--- src/rtl/sha_msg_padder.sv ---
// Streams one padded 512-bit SHA-256 block (16 x 32-bit words) built from a captured
// MSG_WORDS-word message: message words, 0x80 marker, zero fill, then the 64-bit bit length.
module sha_msg_padder #(
  parameter int MSG_WORDS = 9
) (
  input  logic                     clk,
  input  logic                     reset,
  input  logic [32*MSG_WORDS-1:0]  seq_in,
  input  logic                     seq_done,
  output logic [31:0]              word_out,
  output logic                     word_valid,
  input  logic                     word_ready,
  output logic [3:0]               word_index,
  output logic                     busy,
  output logic                     block_done
);

  typedef enum logic [1:0] {IDLE, STREAM, WAIT_LOW} state_t;

  localparam logic [31:0] BIT_LEN = 32'(MSG_WORDS * 32);

  state_t                    state_q, state_d;
  logic [32*MSG_WORDS-1:0]   msg_q, msg_d;
  logic [3:0]                idx_q, idx_d;
  logic [31:0]               block_words [16];

  // Static view of the whole padded block; only the message words come from the register.
  generate
    for (genvar gi = 0; gi < 16; gi++) begin : g_map
      if (gi < MSG_WORDS) begin : g_msg
        assign block_words[gi] = msg_q[32*(MSG_WORDS-gi)-1 -: 32];
      end else if (gi == MSG_WORDS) begin : g_marker
        assign block_words[gi] = 32'h8000_0000;
      end else if (gi == 15) begin : g_len
        assign block_words[gi] = BIT_LEN;
      end else begin : g_zero
        assign block_words[gi] = 32'h0;
      end
    end
  endgenerate

  always_ff @(posedge clk) begin
    if (!reset) begin
      state_q <= IDLE;
      msg_q   <= '0;
      idx_q   <= '0;
    end else begin
      state_q <= state_d;
      msg_q   <= msg_d;
      idx_q   <= idx_d;
    end
  end

  always_comb begin
    state_d    = state_q;
    msg_d      = msg_q;
    idx_d      = idx_q;
    word_valid = 1'b0;
    busy       = 1'b0;
    block_done = 1'b0;
    case (state_q)
      IDLE: begin
        if (seq_done) begin
          msg_d   = seq_in;
          idx_d   = 4'd0;
          state_d = STREAM;
        end
      end
      STREAM: begin
        word_valid = 1'b1;
        busy       = 1'b1;
        if (word_ready) begin
          if (idx_q == 4'd15) begin
            // A reset landing on the final transfer aborts the block, so no completion pulse.
            block_done = reset;
            idx_d      = 4'd0;
            state_d    = WAIT_LOW;
          end else begin
            idx_d = idx_q + 4'd1;
          end
        end
      end
      WAIT_LOW: begin
        if (!seq_done) begin
          state_d = IDLE;
        end
      end
      default: state_d = IDLE;
    endcase
  end

  assign word_out   = word_valid ? block_words[idx_q] : 32'h0;
  assign word_index = word_valid ? idx_q : 4'd0;

endmodule
--- config.mk ---
export PLATFORM = sky130hd
export DESIGN_NAME = sha_msg_padder
export DESIGN_NICKNAME = d
export VERILOG_FILES = /design/src/rtl/sha_msg_padder.sv
export SDC_FILE = /design/constraint.sdc
export NUM_CORES = 1
export LEC_CHECK = 0
export BUFFER_PORTS_ARGS = -buffer_cell sky130_fd_sc_hd__buf_4
export CORE_MARGIN = 2
export CORE_UTILIZATION = 35
export DETAILED_ROUTE_END_ITERATION = 12
export GPL_ROUTABILITY_DRIVEN = 0
export PLACE_DENSITY_LB_ADDON = 0.15
export SLEW_MARGIN = 40
export SYNTH_ARGS = -nofsm -noshare
export SYNTH_HDL_FRONTEND = slang
export SYNTH_SLANG_ARGS = --single-unit
--- constraint.sdc ---
create_clock -name clk -period 3.2 [get_ports clk]
set_clock_uncertainty 0.05 [all_clocks]
set_input_delay 0.64 -clock clk [delete_from_list [all_inputs] [get_ports clk]]
set_output_delay 0.64 -clock clk [all_outputs]
set_load 0.01 [all_outputs]
* Word level (Yosys, flattened, before mapping) *
Cells that the tools add are included.

storage, ports and cells
  flip-flop bits (word level) = 294
  input port bits = 292
  output and inout port bits = 39
  logic and storage cells = 36

cells by class
  add/sub/neg operators = 1
  magnitude comparators = 1
  equal/unequal tests = 7
  multiplexer cells = 18
  bitwise gates (word level) = 1
  reduce and logical (&&, ||, !) cells = 5

operators by type and width
  kind                   number
  $bmux W32 S4           1
  $mux W32               3
  $mux W4                4
  $mux W2                4
  $ne A2 B2 Y1 const B   4
  $pmux W4 S2            1
  $pmux W2 S3            1
  $ge A5 B5 Y1 const B   1
  $not A4 Y5             1
  $add A4 B1 Y4 const B  1
  $eq A4 B4 Y1 const B   1
  $mux W1                4
  $reduce_and A4 Y1      1
  $reduce_and A3 Y1      1
  $eq A2 B1 Y1 const B   1
  $eq A2 B2 Y1 const B   1
  $logic_not A2 Y1       1
  $reduce_and A2 Y1      1
  $reduce_bool A2 Y1     1

* Logic depth before layout (Yosys ltp) *
  depth in word-level cells = 5
  depth in mapped cells = 7
  gate-level depth less buffers = 5

* Worst setup path after synthesis *
No wires, ideal clock.

  path type = register -> output
  from = register idx_q[1]
  to = output port word_out[0]
  data arrival time = 1.418 ns
  data required time = 2.510 ns
  path slack = 1.092 ns
  cell stages (with the launch flop) = 6
  buffers on the path = 2
  path through = dfxtp_1 buf_6 buf_6 mux4_2 o21ai_1 a21oi_1

on the way
  word-level cells in the longest chain between the ends = 5

RTL lines
  item                                         RTL line  text
  start: declaration                           24        logic [3:0] idx_q, idx_d;
  start signal: assignment                     50        idx_q <= idx_d;
  $not A4 Y5 (implied by the code)             92        assign word_out = word_valid ? block_words[idx_q] : 32'h0;
  $bmux W32 S4                                 92
  $mux W32 (implied by the code) (2 in a row)  92
  $mux W32                                     92
  end: declaration                             10        output logic [31:0] word_out,

Every way passes these cells. The select of a mux whose other input is x is not followed.

* Worst setup path after layout *
  from = register idx_q[2]
  to = output port word_out[31]

Same word-level chain as after synthesis.

==> impl_results.md <==
- Startpoint types: flip-flop
- Syn avg cell area: 8.11 sq um
- Via count: 11795
- Beginning of the worst hold path: seq_in[161]
- Worst EP required: 2510 ps
- Reg clk slew, reported paths: 60 ps
- Worst Setup End Kind: output port
- Clock root buffer master: clkbuf_16
- Final Critical Period: 3130 ps
- Final Power: 9.27 mW
- Synth Flop Type: dfxtp_1
- Worst Path Max Fanout: 29
- CTS sink cnt: 294
- Final WL: 46800 microns
- DIE AREA: 0.0376 sq mm
- WHS Endpoint: msg_q[161]$_SDFFE_PN0P_
- CTS tree: done
- First-pass DRT Iterations: 5
- Worst hold path class: input port to flip-flop
- FP Rows: 69
- Largest net degree at the start of global routing: 174
- Total negative slack: 0 ps
- FF+latch count, synth: 294
- First-pass GRT wire length: 67700 microns
- RR Endpoint: idx_q[3]$_SDFFE_PN0P_
- Most used cell, CP: buf_4
- Fmax: 0.319 GHz
- Remaining DRCs: 0
- Initial core utilization: 0.355
- DRT iter0 DRCs: 862
- CTS H-Tree Depth: 2
- Slew Limit Fails: 0
- Design area: 0.0166 sq mm
- Reg2Reg Depth: 5
- CTS Buf Count: 34
- Final nets: 2110
- Reg2reg start: idx_q[0]$_SDFFE_PN0P_
- Post-Syn Area: 0.0126 sq mm
- YS warnings: 0
- Worst Path Class, Setup: flip-flop to output port
- Post-synth EDFFs: 0
- Global Route Usage Sum: 0.237
- Reg2Reg Setup Slack: 1350 ps
- Switch share: 0.248
- WL/cell: 20.3 microns
- Net switching power: 2.30 mW
- Max_slew headroom: 0.460
- Mapped Nets: 1850
- Largest stage delay on the critical path: 560 ps
- Clk network pwr share: 0.440
- Quantity of I/O buffers inserted on ports: 330
- Hold Crit Depth: 3
- Routed vias/inst: 5.13
- Worst-case vdd ir drop: 0.379 mV
- Die W: 194 microns
- Slew of the pin with the lowest slew margin: 810 ps
- Worst-path cell chain: buf_4 > inv_1 > a32oi_1 > nand3_1 > a21oi_1 > buf_4
- # diodes: 0
- Area growth, synth to finish: 31.1%
- Initial antenna violation count: 0
- Antenna-violating nets left: 0
- Share of synthesized flip-flops with an asynchronous set or reset: 0
- Reg power frac: 0.434
- Die Ht: 194 microns
- P per Cell Area: 560 mW/mm^2
- Global-route congestion overflow total: 0
- Fillers: 3574
- Final hold violation count: 0
- Number of global-route vias before repair: 11353
- Share of cells above drive strength 1: 0.252
- Gate power share: 0.126
- Library cells used by synthesis: 42
- DP Area: 0.0153 sq mm
- CP arrival: 2440 ps
- Leak: 6.46 nW
- Slowest cell on crit path: dfxtp_2
- HPWL Detailed: 34100 microns
- RSZ-0062 raised after global routing: no
- Mapped Cells: 1557
- Max Cap Violations: 0
- Fin crit share: 0.980
- Setup violations, final: 0
- Internal: 6.97 mW
- Core box area: 0.0356 sq mm
- Clock latency on the worst-skew pair: 510 ps
- Seq/Total Area, Yosys: 0.466
- Boundary pin count: 331
- Status: complete, no violations
- Clock Tree Buf Depth: 3
[worst max path at each step]
stage | from | end | slack (ps) | depth (start not counted)
6_report | idx_q[2]$_SDFFE_PN0P_ | word_out[31] | 70 | 6
5_1_grt | idx_q[2]$_SDFFE_PN0P_ | word_out[31] | 0.3 | 6
4_1_cts | idx_q[1]$_SDFFE_PN0P_ | word_out[9] | 20 | 5
3_5_place_dp | idx_q[1]$_SDFFE_PN0P_ | word_out[12] | 340 | 5
3_3_place_gp | idx_q[1]$_SDFFE_PN0P_ | word_out[12] | 360 | 5
2_1_floorplan | idx_q[1]$_SDFFE_PN0P_ | word_out[0] | 1090 | 5
[layer usage]
layer / part of all wire / GRT usage / up-vias
li1: - / - / 5753
met1: 0.43 / 0.307 / 5580
met2: 0.48 / 0.396 / 386
met3: 0.054 / 0.0377 / 76
met4: 0.035 / 0.0915 / 0
met5: 0 / 0 / -
[layout by cell type (no fill, tap or decap), drive strengths merged, types with 2 or more instances in the layout]
cell    instances
nand2         608
buf           356
a21oi         325
dfxtp         294
mux2i          62
clkbuf         54
mux4           33
o21ai          30
a221oi         29
nor2           10
and2            4
inv             4
bufinv          3
nor3            3
nor2b           2
o22ai           2
a32oi           2
nand3           2
clkinv          2
[worst max-delay path: cells and delay by family (launching register included)]
family	cells	cell delay, ps
buffers and inverters	3	730
AND/OR/NAND/NOR	1	120
flip-flops	1	560
AO/OA/AOI/OAI	2	510
[timing repair]
item	CTS	global route
resized for setup	3	3
hold buffers	0	0
cloned	1	1
buffers inserted	1	2
endpoints found under the setup margin	31	8
[power groups by stage]
stage | combinational [mW] | clock (mW) | sequential, mW
finish | 1.17 | 4.08 | 4.02
global route | 1.27 | 4.31 | 4.04
CTS | 1.17 | 4.15 | 4.02
detailed placement | 1.16 | 0 | 4.10
global placement | 1.15 | 0 | 4.10
floorplan | 0.634 | 0 | 4.04
[cell type report]
type / instances / area [sq um] / share of cell area
clock inverter: 6 / 108 / 0.00650
sequential: 294 / 5900 / 0.356
tap: 461 / 577 / 0.0348
timing repair buffer: 357 / 2850 / 0.172
inverter: 4 / 22.5 / 0.00136
multi-input combinational: 1126 / 6020 / 0.363
clock buffer: 53 / 1090 / 0.0656
[Yosys cell counts (2+ instances only)]
cell,count,area (sq um)
a221oi_2,10,150
a21oi_1,325,1630
o22ai_1,2,12.5
buf_1,2,7.51
nand2_1,608,2280
mux4_2,31,698
mux4_1,2,52.6
a32oi_1,2,17.5
dfxtp_1,294,5890
buf_12,4,80.1
o21ai_1,29,145
nor2_1,10,37.5
inv_1,3,11.3
buf_6,9,101
buf_4,6,45.0
buf_2,63,315
clkbuf_1,49,184
a221oi_1,19,166
mux2i_1,62,621
nand3_1,2,10.0
and2_1,3,18.8
nor3_1,2,10.0
[metrics by stage]
stage               hold WS, ps   util  cells  worst slack, ps
finish                      329  0.466   2301             65.3
CTS                         316  0.464   2298             21.4
global placement            389  0.430   2237              362
floorplan                   382      -   1557             1090
global route                325  0.466   2301            0.284
detailed placement          393  0.430   2237              337
[kinds of logic after synthesis]
logic type      after synthesis  synth area share
simple gates                636             0.193
compound gates              393             0.171
flops                       294             0.466
buf+inv                     138            0.0598
mux                          95             0.109
fa+ha+maj                     1          0.000991
[flip-flops by register name, indices dropped and copies added, names as in the netlist]
| signal | cells |
|---|---|
| idx_q | 4 |
| state_q | 2 |
| msg_q | 288 |
Power figures use the tool's default switching activity.
